<file path="config.mk">
export PLATFORM = sky130hd
export DESIGN_NAME = uv_filter_arbiter
export DESIGN_NICKNAME = d
export VERILOG_FILES = /design/src/rtl/uv_filter_arbiter.sv
export SDC_FILE = /design/constraint.sdc
export NUM_CORES = 1
export LEC_CHECK = 0
export ABC_AREA = 0
export BUFFER_PORTS_ARGS = -buffer_cell sky130_fd_sc_hd__buf_2
export CAP_MARGIN = 20
export CORE_AREA = 4 4 80 82
export CTS_CLUSTER_SIZE = 20
export DETAILED_ROUTE_END_ITERATION = 7
export DIE_AREA = 0 0 84 86
export GPL_TIMING_DRIVEN = 0
export PLACE_DENSITY = 0.88
export SYNTH_ARGS = -nofsm -noshare
export SYNTH_HDL_FRONTEND = slang
export SYNTH_SLANG_ARGS = --single-unit
</file>
<file path="constraint.sdc">
create_clock -name s00_axis_aclk -period 3.9 [get_ports s00_axis_aclk]
set_input_delay 0.39 -clock s00_axis_aclk [delete_from_list [all_inputs] [get_ports s00_axis_aclk]]
set_output_delay 0.39 -clock s00_axis_aclk [all_outputs]
set_load 0.02 [all_outputs]
</file>
<file path="src/rtl/uv_filter_arbiter.sv">
// uv_filter_arbiter: round-robin packet scheduler sharing one chroma FIR between U and V streams
// Ports:
//   s00_axis_*  U requester in          s01_axis_*  V requester in
//   m00_axis_*  to shared filter input  s02_axis_*  from shared filter output
//   m01_axis_*  filtered U out          m02_axis_*  filtered V out
//   tags_in_flight  packets granted into the filter whose output tlast has not yet returned
//   s00_axis_aclk / s00_axis_areset  single clock, synchronous active-high reset
module uv_filter_arbiter #(
  parameter int C_AXIS_TDATA_WIDTH = 32,
  parameter int TAG_DEPTH = 4
) (
  input  logic                              s00_axis_aclk,
  input  logic                              s00_axis_areset,
  input  logic [C_AXIS_TDATA_WIDTH-1:0]     s00_axis_tdata,
  input  logic                              s00_axis_tvalid,
  input  logic                              s00_axis_tlast,
  output logic                              s00_axis_tready,
  input  logic [C_AXIS_TDATA_WIDTH-1:0]     s01_axis_tdata,
  input  logic                              s01_axis_tvalid,
  input  logic                              s01_axis_tlast,
  output logic                              s01_axis_tready,
  output logic [C_AXIS_TDATA_WIDTH-1:0]     m00_axis_tdata,
  output logic                              m00_axis_tvalid,
  output logic                              m00_axis_tlast,
  input  logic                              m00_axis_tready,
  input  logic [C_AXIS_TDATA_WIDTH-1:0]     s02_axis_tdata,
  input  logic                              s02_axis_tvalid,
  input  logic                              s02_axis_tlast,
  output logic                              s02_axis_tready,
  output logic [C_AXIS_TDATA_WIDTH-1:0]     m01_axis_tdata,
  output logic                              m01_axis_tvalid,
  output logic                              m01_axis_tlast,
  input  logic                              m01_axis_tready,
  output logic [C_AXIS_TDATA_WIDTH-1:0]     m02_axis_tdata,
  output logic                              m02_axis_tvalid,
  output logic                              m02_axis_tlast,
  input  logic                              m02_axis_tready,
  output logic [$clog2(TAG_DEPTH+1)-1:0]    tags_in_flight
);
  localparam int CW = $clog2(TAG_DEPTH+1);
  localparam int PW = TAG_DEPTH > 1 ? $clog2(TAG_DEPTH) : 1;
  typedef enum logic [1:0] {IDLE, FWD_U, FWD_V} state_t;
  state_t state_q, state_d;
  logic last_grant_q, last_grant_d;
  logic [TAG_DEPTH-1:0] tag_q;
  logic [PW-1:0] wr_q, rd_q;
  logic [CW-1:0] cnt_q;
  logic push, push_tag, pop, head, busy;
  always_comb begin
    state_d = state_q;
    last_grant_d = last_grant_q;
    push = 1'b0;
    push_tag = 1'b0;
    m00_axis_tdata = '0;
    m00_axis_tvalid = 1'b0;
    m00_axis_tlast = 1'b0;
    s00_axis_tready = 1'b0;
    s01_axis_tready = 1'b0;
    case (state_q)
      IDLE: if (cnt_q < CW'(TAG_DEPTH) && (s00_axis_tvalid || s01_axis_tvalid)) begin
        // V wins when alone, or on a tie when U was served last
        push_tag = s01_axis_tvalid && (!s00_axis_tvalid || !last_grant_q);
        push = 1'b1;
        last_grant_d = push_tag;
        state_d = push_tag ? FWD_V : FWD_U;
      end
      FWD_U: begin
        m00_axis_tdata = s00_axis_tdata;
        m00_axis_tvalid = s00_axis_tvalid;
        m00_axis_tlast = s00_axis_tlast;
        s00_axis_tready = m00_axis_tready;
        state_d = s00_axis_tvalid && m00_axis_tready && s00_axis_tlast ? IDLE : FWD_U;
      end
      FWD_V: begin
        m00_axis_tdata = s01_axis_tdata;
        m00_axis_tvalid = s01_axis_tvalid;
        m00_axis_tlast = s01_axis_tlast;
        s01_axis_tready = m00_axis_tready;
        state_d = s01_axis_tvalid && m00_axis_tready && s01_axis_tlast ? IDLE : FWD_V;
      end
      default: state_d = IDLE;
    endcase
  end
  // Return path: the oldest outstanding tag decides which output owns the filter output
  assign head = tag_q[rd_q];
  assign busy = cnt_q != '0;
  assign s02_axis_tready = busy && (head ? m02_axis_tready : m01_axis_tready);
  assign m01_axis_tvalid = busy && !head && s02_axis_tvalid;
  assign m02_axis_tvalid = busy && head && s02_axis_tvalid;
  assign m01_axis_tdata = s02_axis_tdata;
  assign m02_axis_tdata = s02_axis_tdata;
  assign m01_axis_tlast = s02_axis_tlast;
  assign m02_axis_tlast = s02_axis_tlast;
  assign pop = s02_axis_tvalid && s02_axis_tready && s02_axis_tlast;
  assign tags_in_flight = cnt_q;
  always_ff @(posedge s00_axis_aclk) begin
    if (s00_axis_areset) begin
      state_q <= IDLE;
      last_grant_q <= 1'b1;
      tag_q <= '0;
      wr_q <= '0;
      rd_q <= '0;
      cnt_q <= '0;
    end else begin
      state_q <= state_d;
      last_grant_q <= last_grant_d;
      if (push) tag_q[wr_q] <= push_tag;
      if (push) wr_q <= wr_q == PW'(TAG_DEPTH-1) ? '0 : wr_q + 1'b1;
      if (pop) rd_q <= rd_q == PW'(TAG_DEPTH-1) ? '0 : rd_q + 1'b1;
      cnt_q <= cnt_q + CW'(push) - CW'(pop);
    end
  end
endmodule

</file>
==> results.cfg, run 1 <==
[outcome]
outcome = finished, final reports clean

[yosys]
synth_adder_area_share = 0.0855
yosys.area.top_type = buf_4
synth_top_family_by_area = buffers and inverters
synth_top_cells_by_area = buf_4, dfxtp_1, a22oi_1
synthCells = 237
yosysWarnings = 0
synthSimpleGateAreaFrac = 0.214
synth_top_area_share = 0.269
synthMuxAreaShare = 0.0529
yosysSeqAreaShare = 0.152
synth-edff-count = 0
synth_fp_nets = 356
yosysMostFrequentCell = buf_4
synth-main-ff-cell = dfxtp_1
yosys.area_share.xor_xnor = 0.00950
synth_seq_cells = 14
synth_compound_area_frac = 0.172
syn-mean-instance-area_sq_um = 7.78
synth_area_sq_um = 1840
synthTopCellsByCount = buf_4, nor2b_1, a22oi_1
async_flop_share = 0
synthDistinctLibCells = 27

[place]
numPortBuffers = 182
dp_cells = 494
dpl.hpwl_mm = 6.67
place_congestion = 0.908

[setup_path]
crit_fanout = 4
start_kind = register
timing.reg2reg.setup_slack_ns = 1.02
regToRegStartpoint = rd_q[0]$_SDFFE_PP0P_
startpoint = rd_q[0]$_SDFFE_PP0P_
endpoint_kind = register
cp.required_ns = 4.02
critical_path_class = register to register
arrival_ns = 3.00

[grt]
grt_pass1_wl_mm = 11.2
overflow = 0
antenna_found_initial = 0
grtUsageTotal = 0.189
grt_max_degree = 11
grt_pass1_vias = 2319

[hold_path]
hp-class = primary input to register
hold_start = s00_axis_areset

[cells_and_area]
final_cells = 498
fin_nets = 543
area_delta_synth_final_pct = 57.5
utilization = 0.505
diodes = 0
drive_above_1_share = 0.605

[timing]
finalSetupTns_ns = 0
hold_viol = 0
max_slew_margin = 0.644
drv_slew = 0
skew_ns = 0.00303
finalCritPeriodShare = 0.739
report.final.setup_viol = 0
rsz0062_at_grt = false
period_minus_slack_ns = 2.88
worst_pin_slew_ns = 0.533
max_freq_ghz = 0.347

[detailed_routing]
dr.pass1.iters = 4
drt-total-wl_mm = 7.41
vias = 2312
route.detailed.drc = 0
avgViaCountPerCell = 4.64
drt_iter0_markers = 97
ant_nets = 0
avgRoutedWirePerCell_microns = 14.9

[clock_network]
clkSinkCount = 14
clockBufferDepth = 2
root_buffer = clkbuf_8
htreeDepth = 1
postCtsSetupRepairBufs = 0
cts_hold_buf = 0
clk_latency_ns = 0.25
clk_pin_slew_worst_paths_ns = 0.06
cts_tree = yes
numCtsBuffers = 3
cts_resized = 0

[floorplanning]
dieArea_sq_um = 7220
die_h_microns = 86
core_area_sq_um = 5750
io_pins = 215
start_util = 0.321
rows = 28
die_x_microns = 84

[pwr]
power_per_cell_area_nw_per_um2 = 432
ir_drop_uv = 383
leakagePower_uw = 0.00161

[run]
maxCapViolCount = 0
per-layer routing:
layer  vias up  wire [microns]  track usage  share of wire
li1       1109               -            -              -
met2       100            4130        0.380           0.56
met4         0              54       0.0219         0.0073
met5         -               0            0              0
met1      1095            2630        0.204           0.35
met3         8             605       0.0480          0.082
path summary, 6_finish.rpt:
| check | to | cells after the start |
|---|---|---|
| worst max-delay path | tags_in_flight[2]$_SDFF_PP0_ | 11 |
| worst max register to register | tags_in_flight[2]$_SDFF_PP0_ | 11 |
| worst min register to register | last_grant_q$_SDFFE_PP1P_ | 1 |
| worst min-delay path | tags_in_flight[0]$_SDFF_PP0_ | 2 |
metrics by stage:
| step | area (sq um) | power, uW | setup slack [ns] | hold WS [ns] |
|---|---|---|---|---|
| final | 2900 | 1250 | 1.02 | 0.406 |
| after global placement | 2850 | 1090 | 1.11 | 0.450 |
| after CTS | 2900 | 1260 | 1.01 | 0.403 |
| after floorplan | 1840 | 842 | 1.24 | 0.436 |
| after global routing | 2900 | 1360 | 0.857 | 0.428 |
| after detailed placement | 2850 | 1110 | 1.02 | 0.482 |
critical path: stages (launching register included):
cell and delay [ns]:
dfxtp_1 0.40, mux4_2 0.57, mux2i_1 0.17, nor3b_2 0.36, ha_1 0.30, inv_1 0.05, ha_1 0.13, inv_1 0.05
fa_1 0.37, xor2_1 0.18, xnor2_1 0.13, nor2_1 0.05
layout by cell type, fill, tap and decap left out, types with 2 or more instances in the layout:
cell type,instances
mux2i_1,6
nand2b_1,3
a21oi_1,4
buf_4,66
a22oi_1,35
nand3_1,7
buf_2,182
nand2_1,5
nor2b_1,36
or3_1,3
clkbuf_8,4
and2_1,2
inv_1,8
ha_1,11
clkbuf_1,14
nor3_1,2
nor2_1,10
dfxtp_1,14
sequential cells by signal, summed over array words and instances, names as in the netlist:
| register | cells |
|---|---|
| last_grant_q | 1 |
| rd_q | 2 |
| state_q | 2 |
| tag_q | 4 |
| tags_in_flight | 3 |
| wr_q | 2 |
cell families (layout without fill, tap and decap cells):
| kind of cell | count (synthesis) | count (layout) |
|---|---|---|
| flip-flops | 14 | 14 |
| XOR/XNOR | 2 | 2 |
| AO/OA/AOI/OAI | 43 | 43 |
| multiplexers | 8 | 8 |
| buffers and inverters | 88 | 274 |
| AND/OR/NAND/NOR | 70 | 70 |
| adder cells (fa/ha/maj) | 12 | 12 |
final cells by class:
cell class / count / area [sq um]
fill: 558 / 2840
multi-input combinational: 135 / 986
timing repair buffer: 182 / 911
buffer: 80 / 548
sequential: 14 / 280
tap: 75 / 93.8
clock buffer: 4 / 55.1
inverter: 8 / 30.0
power by group:
part	internal (uW)	leakage (uW)	switching, uW
logic	384	0.00147	512
clock network	89.5	0.0000288	54.0
registers	179	0.000115	36.2
No activity file was read; power rests on OpenSTA's default activity.
==> run 2: changes to the inputs <==
--- a/config.mk
+++ b/config.mk
@@ -5,13 +5,13 @@
 export SDC_FILE = /design/constraint.sdc
 export NUM_CORES = 1
 export LEC_CHECK = 0
-export ABC_AREA = 0
+export ABC_AREA = 1
 export BUFFER_PORTS_ARGS = -buffer_cell sky130_fd_sc_hd__buf_2
 export CAP_MARGIN = 20
-export CORE_AREA = 4 4 80 82
+export CORE_MARGIN = 4
+export CORE_UTILIZATION = 31
 export CTS_CLUSTER_SIZE = 20
 export DETAILED_ROUTE_END_ITERATION = 7
-export DIE_AREA = 0 0 84 86
 export GPL_TIMING_DRIVEN = 0
 export PLACE_DENSITY = 0.88
 export SYNTH_ARGS = -nofsm -noshare
==> constraint.sdc (replaced) <==
create_clock -name s00_axis_aclk -period 2.65 [get_ports s00_axis_aclk]
set_input_delay 0.265 -clock s00_axis_aclk [delete_from_list [all_inputs] [get_ports s00_axis_aclk]]
set_output_delay 0.265 -clock s00_axis_aclk [all_outputs]
set_load 0.02 [all_outputs]
==> results.cfg, run 2 <==
[timing]
drv_slew = 0
rsz0062_at_grt = false
hold_viol = 0
finalSetupTns_ns = 0
period_minus_slack_ns = 2.47
max_freq_ghz = 0.405
max_slew_margin = 0.728
worst_pin_slew_ns = 0.408
finalCritPeriodShare = 0.932
hold_ws_ns = 0.384
report.final.setup_viol = 0
skew_ns = 0.000580

[cells_and_area]
fin_nets = 608
area_delta_synth_final_pct = 55.8
final_area_sq_um = 2950
regMostFlops = tag_q
final_cell_mix = buf_2, nand2_1, buf_4
drive_above_1_share = 0.559
final_cells = 563
largest_register_ffs = 4
nFillCells = 603
final_common_cell = buf_2
utilization = 0.498
diodes = 0

[grt]
met1_usage = 0.177
grt-busiest-layer = met2
grt_pass1_vias = 2203
grtUsageTotal = 0.145
met3_usage = 0.0115
grt_use_met2 = 0.269
antenna_found_initial = 0
grt_max_degree = 11
grt_pass1_wl_mm = 9.23
overflow = 0

[yosys]
synth_seq_cells = 14
yosysMostFrequentCell = nand2_1
synth_top_cells_by_area = buf_4, nand2_1, dfxtp_1
synth_area_sq_um = 1890
yosysSeqAreaShare = 0.148
synthCells = 303
synth-edff-count = 0
synthDistinctLibCells = 26
yosysWarnings = 0
syn-mean-instance-area_sq_um = 6.24
synthTopCellsByCount = nand2_1, buf_4, a21oi_1
synth_fp_nets = 422
synth-main-ff-cell = dfxtp_1
async_flop_share = 0
synth_top_area_share = 0.262
yosys.area.top_type = buf_4

[clock_network]
clk_pin_slew_worst_paths_ns = 0.06
numCtsBuffers = 3
postCtsSetupRepairBufs = 0
root_buffer = clkbuf_8
cts_resized = 0
cts_hold_buf = 0
htreeDepth = 1
clkSinkCount = 14
clk_latency_ns = 0.25
clockBufferDepth = 2
cts_tree = yes

[floorplanning]
die_h_microns = 86.1
die_x_microns = 86.1
core_area_sq_um = 5920
rows = 28
dieArea_sq_um = 7420
start_util = 0.320
io_pins = 215

[place]
dpl.hpwl_mm = 5.33
dp_cells = 559
numPortBuffers = 181
place_congestion = 0.784
place_area_sq_um = 2890

[pwr]
p_sw_frac = 0.528
seq_power_share = 0.175
power_per_cell_area_nw_per_um2 = 624
clockPowerShare = 0.114
leakagePower_uw = 0.00172
p_sw_uw = 971
ir_drop_uv = 284
comb_power_share = 0.711
internal-power_uw = 868

[detailed_routing]
drt_iter0_markers = 72
dr.pass1.iters = 5
ant_nets = 0
avgViaCountPerCell = 4.37
vias = 2458
route.detailed.drc = 0
drt-total-wl_mm = 6.14
avgRoutedWirePerCell_microns = 10.9

[setup_path]
max_stage_delay_ns = 0.37
endpoint_kind = register
crit_fanout = 7
cp_cell_sequence = inv_1, ha_1, inv_1, nor2_8, inv_2, ha_1, inv_1, ha_1, inv_1, fa_1, xor2_1, o21ai_0, a21oi_1
cp.required_ns = 2.78
arrival_ns = 2.60
critical_path_class = register to register
critPathSlowestCell = fa_1
crit_top_cell = inv_1
start_kind = register

[run]
maxCapViolCount = 0

[outcome]
outcome = finished, final reports clean

[hold_path]
hp-class = primary input to register
-- run 2: cell count changes in the layout (fill, tap and decap cells not counted), sizes merged, moves of 4 or more --
cell,previous run,this run
inv,8,22
nor2b,36,0
a22oi,35,0
clkbuf,18,8
nor2,10,16
a21oi,4,44
buf,248,255
nand2,5,93
o21ai,0,4
nand3,7,11
mux2i,6,0
-- run 2: layer usage --
layer | routed length (microns) | vias to the layer above
met3 | 679 | 12
met4 | 74 | 0
li1 | - | 1255
met1 | 2200 | 1050
met5 | 0 | -
met2 | 3190 | 141
-- run 2: power by group through the flow --
stage	clock network, uW	registers (uW)	logic, uW
after global routing	222	329	1450
after floorplan	0	334	907
after global placement	0	320	1250
after detailed placement	0	324	1300
after CTS	212	320	1320
final	210	321	1310
-- run 2: worst paths after layout --
check / slack (ns) / to / cells past startpoint / startpoint
worst min register to register: 0.48 / tag_q[2]$_SDFFE_PP0P_ / 2 / tag_q[2]$_SDFFE_PP0P_
worst min-delay path: 0.38 / tag_q[1]$_SDFFE_PP0P_ / 2 / s00_axis_areset
worst max register to register: 0.18 / tags_in_flight[2]$_SDFF_PP0_ / 13 / state_q[0]$_SDFFE_PP0P_
worst max-delay path: 0.18 / tags_in_flight[2]$_SDFF_PP0_ / 13 / state_q[0]$_SDFFE_PP0P_
-- run 2: critical path: cells and delay by family, from the launching register on --
family | cells | cell delay [ns]
compound gates | 2 | 0.25
xor+xnor | 1 | 0.17
fa+ha+maj | 4 | 1.01
buf+inv | 5 | 0.41
flops | 1 | 0.34
simple gates | 1 | 0.17
-- run 2: final cells by class --
cell class | count | area (sq um) | share of cell area
Inverter | 24 | 90.1 | 0.0306
Clock buffer | 4 | 55.1 | 0.0187
Multi-Input combinational cell | 187 | 971 | 0.330
Tap cell | 75 | 93.8 | 0.0318
Sequential cell | 14 | 280 | 0.0951
Timing Repair Buffer | 181 | 906 | 0.307
Buffer | 78 | 551 | 0.187
-- run 2: logic make-up (layout without fill, tap and decap cells) --
logic type / count (synthesis) / after routing / synth area share
simple gates: 123 / 123 / 0.281
buf+inv: 102 / 287 / 0.339
compound gates: 51 / 51 / 0.144
flops: 14 / 14 / 0.148
fa+ha+maj: 12 / 12 / 0.0833
xor+xnor: 1 / 1 / 0.00463
-- run 2: through the flow --
stage / total power, uW / setup slack [ns]
after detailed placement: 1620 / 0.182
final: 1840 / 0.180
after CTS: 1850 / 0.173
after global routing: 2000 / 0.0475
after floorplan: 1240 / 0.415
after global placement: 1570 / 0.322
